<file path="src/rtl/cell_tracker.sv">
// Tracks a pixel position as (cell index, offset within cell) across a field of
// equal-width cells; a load starts an iterative seek, then each step advances by one pixel.
module cell_tracker #(
  parameter int CELL_SIZE = 24,
  parameter int NUM_CELLS = 24,
  parameter int ORIGIN    = 0,
  parameter int POS_W     = 10,
  parameter int IDX_W     = 5,
  parameter int OFS_W     = 5
) (
  input  logic             clk,
  input  logic             reset,
  input  logic             load,
  input  logic [POS_W-1:0] load_pos,
  input  logic             step,
  output logic             busy,
  output logic             valid,
  output logic [IDX_W-1:0] blkid,
  output logic [OFS_W-1:0] offset,
  output logic             in_field,
  output logic             cell_first,
  output logic             overrun,
  output logic [2:0]       dbg_state
);

  localparam logic [2:0] IDLE  = 3'd0;
  localparam logic [2:0] PRE   = 3'd1;
  localparam logic [2:0] SEEK  = 3'd2;
  localparam logic [2:0] TRACK = 3'd3;
  localparam logic [2:0] PAST  = 3'd4;

  localparam logic [POS_W-1:0] ORG      = POS_W'(ORIGIN);
  localparam logic [POS_W-1:0] CS       = POS_W'(CELL_SIZE);
  localparam logic [OFS_W-1:0] OFS_LAST = OFS_W'(CELL_SIZE - 1);
  localparam logic [IDX_W-1:0] BLK_LAST = IDX_W'(NUM_CELLS - 1);
  localparam logic [IDX_W:0]   IDX_END  = (IDX_W+1)'(NUM_CELLS);

  logic [2:0]       state;
  logic [POS_W-1:0] lead;
  logic [POS_W-1:0] rem;
  logic [IDX_W:0]   idx;

  // Handshake: load and step are single-cycle strobes with no ready. load is
  // always accepted; step is accepted only while busy=0, and a step that
  // arrives while busy is discarded and latched into overrun.
  always_ff @(posedge clk) begin
    if (reset) begin
      state    <= IDLE;
      lead     <= '0;
      rem      <= '0;
      idx      <= '0;
      busy     <= 1'b0;
      valid    <= 1'b0;
      blkid    <= '0;
      offset   <= '0;
      in_field <= 1'b0;
      overrun  <= 1'b0;
    end else if (load) begin
      overrun  <= 1'b0;
      blkid    <= '0;
      offset   <= '0;
      in_field <= 1'b0;
      if (load_pos < ORG) begin
        state <= PRE;
        lead  <= ORG - load_pos;
        busy  <= 1'b0;
        valid <= 1'b1;
      end else begin
        state <= SEEK;
        rem   <= load_pos - ORG;
        idx   <= '0;
        busy  <= 1'b1;
        valid <= 1'b0;
      end
    end else begin
      case (state)
        SEEK: begin
          if (step) overrun <= 1'b1;
          if (idx == IDX_END) begin
            state <= PAST;
            busy  <= 1'b0;
            valid <= 1'b1;
          end else if (rem >= CS) begin
            rem <= rem - CS;
            idx <= idx + (IDX_W+1)'(1);
          end else begin
            state    <= TRACK;
            busy     <= 1'b0;
            valid    <= 1'b1;
            in_field <= 1'b1;
            blkid    <= idx[IDX_W-1:0];
            offset   <= rem[OFS_W-1:0];
          end
        end
        PRE: begin
          if (step) begin
            lead <= lead - POS_W'(1);
            if (lead == POS_W'(1)) begin
              state    <= TRACK;
              in_field <= 1'b1;
            end
          end
        end
        TRACK: begin
          if (step) begin
            if (offset != OFS_LAST) begin
              offset <= offset + OFS_W'(1);
            end else if (blkid == BLK_LAST) begin
              // Stepping off the last pixel of the last cell leaves the field.
              state    <= PAST;
              in_field <= 1'b0;
              blkid    <= '0;
              offset   <= '0;
            end else begin
              offset <= '0;
              blkid  <= blkid + IDX_W'(1);
            end
          end
        end
        default: ;
      endcase
    end
  end

  assign cell_first = in_field && (offset == '0);
  assign dbg_state  = state;

endmodule

</file>
<file path="config.mk">
export PLATFORM = sky130hd
export DESIGN_NAME = cell_tracker
export DESIGN_NICKNAME = d
export VERILOG_FILES = /design/src/rtl/cell_tracker.sv
export SDC_FILE = /design/constraint.sdc
export NUM_CORES = 1
export LEC_CHECK = 0
export ABC_CLOCK_PERIOD_IN_PS = 2800
export BUFFER_PORTS_ARGS = -buffer_cell sky130_fd_sc_hd__buf_2
export CAP_MARGIN = 30
export CORE_ASPECT_RATIO = 0.75
export CORE_MARGIN = 4
export CORE_UTILIZATION = 62
export CTS_BUF_LIST = sky130_fd_sc_hd__clkbuf_16
export DETAILED_ROUTE_END_ITERATION = 8
export PLACE_DENSITY = 0.85
export SETUP_SLACK_MARGIN = 0.5
export SLEW_MARGIN = 30
export SYNTH_ARGS = -nofsm -noshare
export SYNTH_HDL_FRONTEND = slang
export SYNTH_SLANG_ARGS = --single-unit
</file>
<file path="constraint.sdc">
create_clock -name clk -period 2.8 [get_ports clk]
set_input_delay 0.42 -clock clk [delete_from_list [all_inputs] [get_ports clk]]
set_output_delay 0.42 -clock clk [all_outputs]
set_load 0.02 [all_outputs]
</file>
* Word level (Yosys, flattened, before mapping) *
Index checks and enable logic that the tools add are counted.

cells by class
  div/mod/pow operators = 0
  order comparisons = 2
  mux-type cells = 52
  equality and inequality tests = 24
  multiply operators = 0
  shift-type cells = 0
  bitwise operators = 0
  $add $sub $neg = 6
  reductions and logical operators = 18

operators by type and width
  cell                   count
  $mux 10                9
  $mux 5                 9
  $mux 6                 5
  $mux 3                 8
  $pmux 5 s2             2
  $ne 2x2->1 const B     9
  $ne 3x3->1 const B     6
  $mux 1                 16
  $add 5x1->5 const B    2
  $eq 10x1->1 const B    1
  $ge 10x5->1 const B    1
  $lt 10x1->1 const B    1
  $reduce_bool 2->1      5
  $sub 1x10->10 const A  1
  $sub 10x1->10 const B  1
  $sub 10x5->10 const B  1
  $pmux 3 s3             1
  $reduce_and 4->1       2
  $reduce_and 8->1       1
  $reduce_and 7->1       1
  $add 6x1->6 const B    1
  $eq 3x2->1 const B     2
  $eq 6x5->1 const B     1
  $eq 5x5->1 const B     1
  14 further kinds       15

word-level totals
  bits in read-only memories = 0
  latch bits = 0
  bits in writable memories = 0
  bits of input ports = 14
  bits in registers = 43
  memories = 0

* Longest topological paths before layout *
Gate-level depths: netlist of the first run.

  depth after elaboration = 6
  mapped depth = 8
  mapped depth without buffers = 6

* Least setup slack after synthesis of the first run *
OpenSTA, ideal clock, no wires.

  kind = register to register
  start = register state[2], in the netlist dbg_state[2]
  end = register rem[7]
  arrival = 1906 ps
  clock period less this slack = 1997 ps
  cell stages (with the launch flop) = 7
  path slack = 803 ps
  setup time = 91 ps
  required time = 2709 ps
  buffers on the path = 2
  path through = dfxtp_1 -> buf_6 -> or3b_1 -> clkbuf_2 -> or4_1 -> or3_1 -> a311oi_1

on the way
  cells in the longest elaborated chain, start to end = 3

ends and longest elaborated chain
  what                                RTL line  text
  from (decl)                         38        logic [2:0] state;
  from (signal assigned)              48        state <= IDLE;
  from (signal assigned)              64        state <= PRE;
  from (signal assigned)              69        state <= SEEK;
  $eq 3x2->1                          76        case (state)
  $reduce_bool 2->1 (no source line)  -
  $reduce_and 4->1 (no source line)   -
  to (signal assigned)                70        rem <= load_pos - ORG;
  to (signal assigned)                84        rem <= rem - CS;
  to (decl)                           40        logic [POS_W-1:0] rem;

No other way between the ends.
A chain may end at the register's enable or synchronous reset.

* Final worst setup path of the first run *
  start = register idx[0]
  end = register rem[8]

on the way
  cells in the longest elaborated chain, start to end = 3

ends and longest elaborated chain
  what                               RTL line  text
  from (decl)                        41        logic [IDX_W:0] idx;
  from (signal assigned)             85        idx <= idx + (IDX_W+1)'(1);
  $eq 6x5->1                         79        if (idx == IDX_END) begin
  $ne 2x2->1 (no source line)        -
  $reduce_and 4->1 (no source line)  -

No other way between the ends.

==> results of run 1 <==
layer usage:
metal | global-route usage (%) | wire length, um | part of all wire, %
met2 | 39.98 | 2511 | 45
met4 | 6.024 | 58 | 1.0
met1 | 32.86 | 2711 | 49
met3 | 6.628 | 280 | 5.0
met5 | 0 | 0 | 0
state kept, by name, indices dropped and copies added (netlist names):
| name | flops |
|---|---|
| idx | 6 |
| dbg_state | 3 |
| in_field | 1 |
| offset | 5 |
| blkid | 5 |
| lead | 10 |
| valid | 1 |
| overrun | 1 |
| rem | 10 |
| busy | 1 |
worst max-delay path, stage by stage, from the launching register on:
cell	delay [ns]
dfxtp_1	0.40
inv_1	0.08
ha_1	0.20
nor3b_2	0.19
a2bb2oi_1	0.63
a211oi_1	0.16
nor4bb_1	0.33
power by group through the flow:
stage	logic, uW	clock network (uW)	registers, uW
finish	330	543	690
floorplan	246	0	698
detailed placement	319	0	702
global placement	315	0	700
CTS	327	547	689
global route	366	583	697
path summary, 6_finish.rpt:
| path | depth (start not counted) | start | slack (ns) | end |
|---|---|---|---|---|
| worst max register to register | 6 | idx[0] | 0.69 | rem[8] |
| worst min-delay path | 3 | load_pos[2] | 0.38 | rem[2] |
| worst min register to register | 2 | overrun | 0.46 | overrun |
| worst max-delay path | 6 | idx[0] | 0.69 | rem[8] |
layout make-up:
class / count / area [sq um] / area share, %
Clock buffer: 5 / 125.1 / 4.627
Inverter: 8 / 30.03 / 1.111
Sequential cell: 43 / 860.8 / 31.84
Timing Repair Buffer: 34 / 177.7 / 6.571
Clock inverter: 3 / 12.51 / 0.4627
Tap cell: 52 / 65.06 / 2.406
Multi-Input combinational cell: 209 / 1433 / 52.98
cell families after synthesis:
logic type | after synthesis
AO/OA/AOI/OAI | 80
multiplexers | 10
AND/OR/NAND/NOR | 106
XOR/XNOR | 5
flip-flops | 43
buffers and inverters | 27
adder cells (fa/ha/maj) | 8
per-stage QoR:
step | setup WS (ns) | power, uW
after global routing | 0.5192 | 1646
after floorplan | 0.8029 | 943.5
after CTS | 0.7179 | 1563
after detailed placement | 0.7371 | 1021
after global placement | 0.7803 | 1015
final | 0.6901 | 1564
layout by cell type, fill, tap and decap left out, drive strengths merged, types with 2 or more instances in the layout:
cell     n
nor3b    3
nand2   12
clkbuf   5
nor4     2
a22oi    2
a21o     3
or3     11
o31ai    3
xnor2    4
nand2b   4
a311oi   5
nor2    26
mux2i    9
o32ai    2
a211o    2
a21oi   21
nor3     8
nand3    8
o21ai   15
inv     10
nand4b   5
and4b    4
buf     34
o211ai   2
a211oi  10
a31oi    2
and3b    2
nor4bb   2
nand4    2
and2     3
or4      6
dfxtp   43
ha       8
==> results_dict.tcl, run 1 <==
set metrics [dict create \
    outcome "finished, final reports clean" \
    synth_edf_count 0 \
    vdd_drop_max_v 0.0004710 \
    max-slew-margin-rel_pct 45.47 \
    rows 19 \
    syn_to_final_growth_pct 12.38 \
    root_buffer "clkbuf_16" \
    fin_cells 354 \
    worstPathArrival_ns 2.28 \
    rsz0062_at_grt "no" \
    postCtsSetupRepairBufs 0 \
    ys_seq_area_share_pct 35.78 \
    die_area_sq_um 4952 \
    layout.nets 323 \
    synth_top_family_by_area "simple AND/OR/NAND/NOR gates" \
    synthCells 279 \
    grt_pass1_vias 2029 \
    drtPass1Iterations 4 \
    cts_buffers 5 \
    n_antenna_cell 0 \
    drv_slew 0 \
    dp_cells 346 \
    maxCapViolCount 0 \
    die_h_um 61.95 \
    track_usage_pct 24.51 \
    ys_ff_latch 43 \
    drcViolationCount 0 \
    cp.required_ns 2.97 \
    switching_share_pct 29.72 \
    placed_area_sq_um 2561 \
    cts.path.max_buffers 2 \
    clock_latency_ns 0.28 \
    hold_ws_ns 0.3791 \
    synth.area.mux_share_pct 4.212 \
    final-setup-viol-count 0 \
    yosysMostFrequentCell "dfxtp_1" \
    ant_nets 0 \
    synth.avg_cell_area_sq_um 8.624 \
    synthFlopType "dfxtp_1" \
    synth_top_cell_by_area "dfxtp_1" \
    clk_pin_slew_ns 0.06 \
    worstSetupPathType "flip-flop to flip-flop" \
    synth_compound_area_share_pct 23.35 \
    fillCellCount 303 \
    synthXorXnorAreaFrac_pct 1.820 \
    core-area_sq_um 3709 \
    drive_gt1_share_pct 16.89 \
    p_leak_uw 0.001111 \
    min_period_over_period_pct 75.35 \
    initial_core_util_pct 64.88 \
    antenna_found_initial 0 \
    pwr-share-comb_pct 21.1 \
    synth_nets 301 \
    hold_class "primary input to flip-flop" \
    cp-start-kind "flip-flop" \
    clkPwrFrac_pct 34.8 \
    hold_viol_final 0 \
    ys_async_sr_fraction_pct 0 \
    place_hpwl_um 3804 \
    drt-total-wl_um 5560 \
    globalplace.congestion 0.8790 \
    syn_area_sq_um 2406 \
    io-pin-count 32 \
    fin_area_sq_um 2704 \
    tightestPinTransition_ns 0.8149 \
    post-route-util_pct 72.91 \
    ys_top_cells_by_count "dfxtp_1 (43), nor2_1 (26), a21oi_1 (21)" \
    post-route-min-period_ns 2.110 \
    tritoncts "yes" \
    grt_overflow 0 \
    grt_first_pass_wirelength_um 9508 \
    fin_tns_setup_ns 0 \
    die_w_um 79.93 \
    vias_per_cell 6.271 \
    htreeDepth 2 \
    vias 2220 \
    end_kind "flip-flop" \
    port_buffers 31 \
    ctsResizeCount 0 \
    switchingPower_uw 464.7 \
    grt_max_degree 27 \
    p_per_area_nw_per_um2 578.3 \
    wl_per_cell_um 15.71 \
    ys_types 60 \
    drtIter0Drc 148 \
    yosys_warnings 0 \
    worstPathMaxFanout 10 \
    synthTopCellsByArea "dfxtp_1 (36%), a21oi_1 (4.4%), ha_1 (4.2%)" \
    holdBufCountCts 0 \
    seq_power_share_pct 44.2 \
    fmaxAchievable_ghz 0.4740 \
    fin_skew_ns 0.005926 \
    synth_fa_ha_area_share_pct 4.160 \
    power.internal_uw 1099 \
    synth_top_cell_area_share_pct 35.78 \
    synth-simple-area-share_pct 25.79 \
    clock_sinks 43 \
]
Note: power is estimated with default switching activity, not from simulation.
==> run 2, diff against run 1 <==
ABC_AREA = 1   (was default)
ABC_CLOCK_PERIOD_IN_PS = 1900   (was 2800)
CORE_UTILIZATION = 52   (was 62)
PLACE_DENSITY = 0.76   (was 0.85)
clock period = 1.9 ns   (was 2.8 ns; I/O delays follow)
==> run 2 against run 1 <==
Effect of this change: sequential power increased by 55%; setup slack worse by 0.34 ns; power grew 95%; sequential share of layout area is 6.5 points lower; hold slack got worse by 0.12 ns; critical path type unchanged.
==> results_dict.tcl, run 2 <==
set metrics [dict create \
    outcome "finished, final reports clean" \
    layout_common_cells "nand2_1 (66), inv_1 (35), buf_4 (35)" \
    dp_cells 458 \
    yosysMostFrequentCell "nand2_1" \
    drtPass1Iterations 6 \
    grt_pass1_vias 2527 \
    ys_top_cells_by_count "nand2_1 (84), inv_1 (46), dfxtp_1 (43)" \
    synth_compound_area_share_pct 17.59 \
    drv_slew 0 \
    tightestPinTransition_ns 0.4725 \
    synth_nets 397 \
    synth_top_cell_by_area "dfxtp_1" \
    post-route-min-period_ns 1.555 \
    ys_async_sr_fraction_pct 0 \
    cts.path.max_buffers 2 \
    hold_class "primary input to flip-flop" \
    fmaxAchievable_ghz 0.6433 \
    synth_edf_count 0 \
    cp.required_ns 2.12 \
    ys_ff_latch 43 \
    clock_latency_ns 0.30 \
    rsz0062_at_grt "yes" \
    syn_area_sq_um 2561 \
    syn_to_final_growth_pct 40.55 \
    track_usage_pct 24.77 \
    initial_core_util_pct 55.70 \
    ys_types 36 \
    holdBufCountCts 0 \
    n_antenna_cell 0 \
    io-pin-count 32 \
    die_area_sq_um 6124 \
    p_per_area_nw_per_um2 849.0 \
    drtIter0Drc 324 \
    hold_ws_ns 0.2544 \
    synth_fa_ha_area_share_pct 4.397 \
    vias_per_cell 5.910 \
    hold_viol_final 0 \
    vias 2961 \
    end_kind "flip-flop" \
    drive_gt1_share_pct 40.99 \
    ant_nets 0 \
    root_buffer "clkbuf_16" \
    synth_top_family_by_area "simple AND/OR/NAND/NOR gates" \
    max-slew-margin-rel_pct 68.46 \
    synthXorXnorAreaFrac_pct 3.078 \
    fin_skew_ns 0.009792 \
    grt_overflow 0 \
    port_buffers 31 \
    min_period_over_period_pct 81.82 \
    core-area_sq_um 4598 \
    tritoncts "yes" \
    top_regs "lead (10), rem (10), idx (6)" \
    synthFlopType "dfxtp_1" \
    wl_per_cell_um 17.86 \
    worstSetupPathType "flip-flop to flip-flop" \
    antenna_found_initial 0 \
    synthTopCellsByArea "dfxtp_1 (34%), nand2_1 (12%), inv_1 (6.7%)" \
    synth_top_cell_area_share_pct 33.61 \
    die_h_um 68.78 \
    synth-simple-area-share_pct 31.17 \
    clk_pin_slew_ns 0.07 \
    layout.nets 466 \
    yosys_warnings 0 \
    place_hpwl_um 4764 \
    die_w_um 89.04 \
    layout_commonest_cell "nand2_1" \
    grt_first_pass_wirelength_um 11810 \
    maxCapViolCount 0 \
    worstPathArrival_ns 1.78 \
    rows 21 \
    synthCells 374 \
    post-route-util_pct 78.29 \
    clock_sinks 43 \
    cp-start-kind "flip-flop" \
    fin_cells 501 \
    htreeDepth 2 \
    final-setup-viol-count 0 \
    ys_seq_area_share_pct 33.61 \
    synth.avg_cell_area_sq_um 6.848 \
    grt_max_degree 19 \
    vdd_drop_max_v 0.0006238 \
    drcViolationCount 0 \
    globalplace.congestion 0.8552 \
    cts_buffers 5 \
    fin_tns_setup_ns 0 \
    drt-total-wl_um 8949 \
    p_leak_uw 0.001613 \
    synth.area.mux_share_pct 0 \
    worstPathMaxFanout 4 \
]
[run 2: final timing paths]
path / start / depth (start not counted) / to / slack [ns]
worst min register to register: valid / 2 / valid / 0.47
worst min-delay path: load_pos[7] / 3 / rem[7] / 0.25
worst max register to register: lead[5] / 10 / in_field / 0.35
worst max-delay path: lead[5] / 10 / in_field / 0.35
[run 2: cell type report]
type / count / area (sq um)
clock buffer: 5 / 125.1
clock inverter: 3 / 15.01
fill: 307 / 998.5
inverter: 51 / 224.0
multi-input combinational: 273 / 1795
sequential: 43 / 910.9
tap: 57 / 71.32
timing repair buffer: 69 / 457.9
[run 2: power by group]
group	internal (uW)	switching, uW
Clock	479	380
Sequential	976	92.3
Combinational	434	696
[run 2: cells by family after synthesis]
kind of cell             after synthesis
adder cells (fa/ha/maj)                9
XOR/XNOR                               9
AND/OR/NAND/NOR                      171
buffers and inverters                 60
flip-flops                            43
AO/OA/AOI/OAI                         82
[run 2: stage by stage]
step / setup slack (ns) / area (sq um) / power [uW]
5_1_grt: 0.3070 / 3600 / 3181
3_5_place_dp: 0.3573 / 2770 / 1778
4_1_cts: 0.4805 / 3124 / 2699
2_1_floorplan: 0.5088 / 2570 / 1604
6_report: 0.3454 / 3600 / 3056
3_3_place_gp: 0.4145 / 2770 / 1763
[run 2: what timing repair did]
action	4_1_cts	5_1_grt
gates cloned	1	2
buffers inserted	15	17
pin swaps	15	28
gates resized for setup	40	98
setup endpoints to repair	28	32
[run 2: critical path, stage by stage, from the launching register on]
cell and delay [ns]:
dfxtp_2 0.34, nor2_2 0.18, nand2_2 0.11, nor2_4 0.14, nand2_2 0.10, buf_6 0.13, nand3_2 0.06, nand3b_1 0.10
nor2_2 0.12, nor2_1 0.06, nor2_1 0.13
[run 2: layer usage]
layer  vias to the layer above  GRT usage (%)  wire (um)
li1                       1380              -          -
met4                         0          6.877        329
met2                       172          40.46       4232
met3                        40          4.632        767
met5                         -              0          0
met1                      1369          33.69       3620
==> run 3, diff against run 2 <==
ABC_AREA = 0   (was 1)
ABC_CLOCK_PERIOD_IN_PS = 1500   (was 1900)
CORE_UTILIZATION = 57   (was 52)
PLACE_DENSITY = 0.79   (was 0.76)
clock period = 1.5 ns   (was 1.9 ns; I/O delays follow)
==> run 3 against run 2 <==
Effect of this change: the flow now stops in 5_1_grt; synthesized cell count fell by 25%; synthesized area shrank 6.1%.
==> results_dict.tcl, run 3 <==
set metrics [dict create \
    dp_cells 411 \
    synth_top_cell_area_share_pct 35.78 \
    worst-ep-kind "register data pin" \
    die_h_um 64.27 \
    grt_max_degree 24 \
    error_line "[ERROR DPL-0038] Utilization greater than 100%, impossible to legalize" \
    htreeDepth 2 \
    io-pin-count 32 \
    synth_edf_count 0 \
    outcome "aborted with a tool error" \
    ys_seq_area_share_pct 35.78 \
    syn_area_sq_um 2406 \
    globalplace.congestion 0.9005 \
    cts.path.max_buffers 2 \
    synthFlopType "dfxtp_1" \
    pre_cts_slack_ns -0.3027 \
    die_w_um 83.02 \
    rows 20 \
    ys_types 60 \
    initial_core_util_pct 59.35 \
    synth_top_cell_by_area "dfxtp_1" \
    yosysMostFrequentCell "dfxtp_1" \
    root_buffer "clkbuf_16" \
    ys_ff_latch 43 \
    synthTopCellsByArea "dfxtp_1 (36%), a21oi_1 (4.4%), ha_1 (4.2%)" \
    clock_sinks 43 \
    synthCells 279 \
    place_hpwl_um 4990 \
    port_buffers 31 \
    ys_top_cells_by_count "dfxtp_1 (43), nor2_1 (26), a21oi_1 (21)" \
    yosys_warnings 0 \
    cts_buffers 5 \
    synth_nets 301 \
    synth.avg_cell_area_sq_um 8.624 \
    ys_async_sr_fraction_pct 0 \
    grt-worst-endpoint "rem[8]$_SDFFE_PP0P_/D" \
    haltStage "5_1_grt" \
]
==> run 3: changes by cell type after synthesis, moves of 7 or more <==
cell and delta:
nand2_1 -72, inv_1 -38, o21ai_0 -14, nand3_1 -13
clkbuf_1 +12, or3_1 +11, mux2i_1 +9, a21oi_1 -8
nor2_1 -8, a211oi_1 +7
==> run 3: through the flow <==
step	utilization (%)	instance area [sq um]
detailed placement	78.09	3166
global placement	78.09	3166
floorplan	-	2541
CTS	97.78	3964
==> run 3: cells by family after synthesis <==
group | Yosys count | synth area share (%)
adders and majority gates | 8 | 4.160
muxes | 10 | 4.212
and+or+nand+nor | 106 | 25.79
AOI/OAI and AO/OA | 80 | 23.35
xor gates and xnor gates | 5 | 1.820
buffers and inverters | 27 | 4.888
DFF | 43 | 35.78
==> run 3: what timing repair did <==
item	CTS
cloned	3
buffers inserted	23
endpoints found under the setup margin	57
resized for setup	120
hold buffers	0
hold endpoints to repair	0
pin swaps	37
==> run 4, diff against run 3 <==
CORE_ASPECT_RATIO = default   (was 0.75)
CORE_UTILIZATION = 40   (was 57)
CTS_BUF_LIST = default   (was sky130_fd_sc_hd__clkbuf_16)
PLACE_DENSITY = default   (was 0.79)
PLACE_DENSITY_LB_ADDON = 0.15   (was default)
SETUP_SLACK_MARGIN = default   (was 0.5)
==> run 4 against run 3 <==
Effect of this change: the flow now finishes, with violations (negative setup slack).
==> results_dict.tcl, run 4 (synthesis gave the netlist of run 1 again) <==
set metrics [dict create \
    worstSetupPathType "flip-flop to flip-flop" \
    fmaxAchievable_ghz 0.5567 \
    cts_buffers 5 \
    cts.path.max_buffers 2 \
    htreeDepth 2 \
    met3_length_um 260 \
    grt_overflow 0 \
    root_buffer "clkbuf_8" \
    drive_gt1_share_pct 50.00 \
    setup_slack_ns -0.2962 \
    p_per_area_nw_per_um2 857.0 \
    initial_core_util_pct 42.39 \
    rows 27 \
    vdd_drop_max_v 0.0005574 \
    drcViolationCount 0 \
    layout_commonest_cell "buf_4" \
    n_antenna_cell 0 \
    p_leak_uw 0.001623 \
    max-slew-margin-rel_pct 74.74 \
    fin_cells 464 \
    failed_checks "negative setup slack" \
    port_buffers 31 \
    drt-total-wl_um 7363 \
    grt_first_pass_wirelength_um 11780 \
    fin_tns_setup_ns -6.774 \
    reg2regPathDepth 4 \
    vias 2582 \
    end_kind "flip-flop" \
    fin_skew_ns 0.003858 \
    cp.required_ns 1.71 \
    min_period_over_period_pct 119.7 \
    top_regs "lead (10), rem (10), idx (6)" \
    post-route-min-period_ns 1.796 \
    ant_nets 0 \
    worstPathMaxFanout 2 \
    clock_latency_ns 0.30 \
    holdPathStages 3 \
    clock_sinks 43 \
    globalplace.congestion 0.8000 \
    top_layer_used "met4" \
    dp_cells 436 \
    core-area_sq_um 5675 \
    die_area_sq_um 7320 \
    wl_met1_um 3438 \
    drtPass1Iterations 4 \
    cp-start-kind "flip-flop" \
    die_w_um 85.56 \
    io-pin-count 32 \
    tritoncts "yes" \
    grt_pass1_vias 2561 \
    fin_area_sq_um 3761 \
    rsz0062_at_grt "yes" \
    drv_slew 0 \
    drtIter0Drc 66 \
    final-setup-viol-count 35 \
    hold_class "primary input to flip-flop" \
    place_hpwl_um 4825 \
    track_usage_pct 19.56 \
    post-route-util_pct 66.27 \
    pre_cts_slack_ns -0.2644 \
    clk_pin_slew_ns 0.08 \
    wl_per_cell_um 15.87 \
    outcome "complete, but fails checks" \
    grt_max_degree 18 \
    syn_to_final_growth_pct 56.32 \
    layout.nets 414 \
    worstPathArrival_ns 2.01 \
    hold_viol_final 0 \
    maxCapViolCount 0 \
    antenna_found_initial 0 \
    placed_area_sq_um 3182 \
    vias_per_cell 5.565 \
    layout_common_cells "buf_4 (74), dfxtp_1 (34), buf_2 (30)" \
    wl_met2_um 3593 \
    die_h_um 85.56 \
    tightestPinTransition_ns 0.3784 \
]
==> run 4: critical path: stages, from the launching register on <==
cell and delay, ns:
dfxtp_4 0.34, or3b_4 0.39, or4_4 0.42, or3_1 0.31, a311oi_1 0.25
==> run 4: through the flow <==
step	hold WS (ns)	power [uW]
final	0.1628	3223
after detailed placement	0.4614	2163
after global placement	0.4484	2155
after global routing	0.1867	3364
after floorplan	0.3657	1831
after CTS	0.1646	3086
==> run 4: final timing paths <==
| path | startpoint | to | slack, ns |
|---|---|---|---|
| worst max-delay path | dbg_state[0] | rem[7] | -0.30 |
| worst min-delay path | load_pos[0] | rem[0] | 0.16 |
| worst max register to register | dbg_state[0] | rem[7] | -0.30 |
| worst min register to register | overrun | overrun | 0.48 |
==> run 4: area by class of cell <==
class                      count  area [sq um]
clock buffer                   7         76.32
fill                         476          1914
inverter                       8         35.03
multi-input combinational    211          1762
sequential                    43         874.6
tap                           72         90.09
timing repair buffer         123         923.4
==> run 4: power breakdown <==
| group | switching [uW] | internal (uW) |
|---|---|---|
| clock | 401 | 322 |
| combinational | 616 | 640 |
| sequential | 40.7 | 1200 |
==> run 4: per-layer routing <==
layer	GRT usage, %	up-vias
li1	-	1288
met1	25.63	1238
met2	33.90	46
met3	3.074	10
met4	4.173	0
met5	0	-
==> run 4: what timing repair did <==
action	CTS	global route
hold endpoints to repair	0	0
setup buffers	13	6
pin swaps	26	19
hold buffers	0	0
gates cloned	2	0
gates resized for setup	44	37
endpoints found under the setup margin	34	38
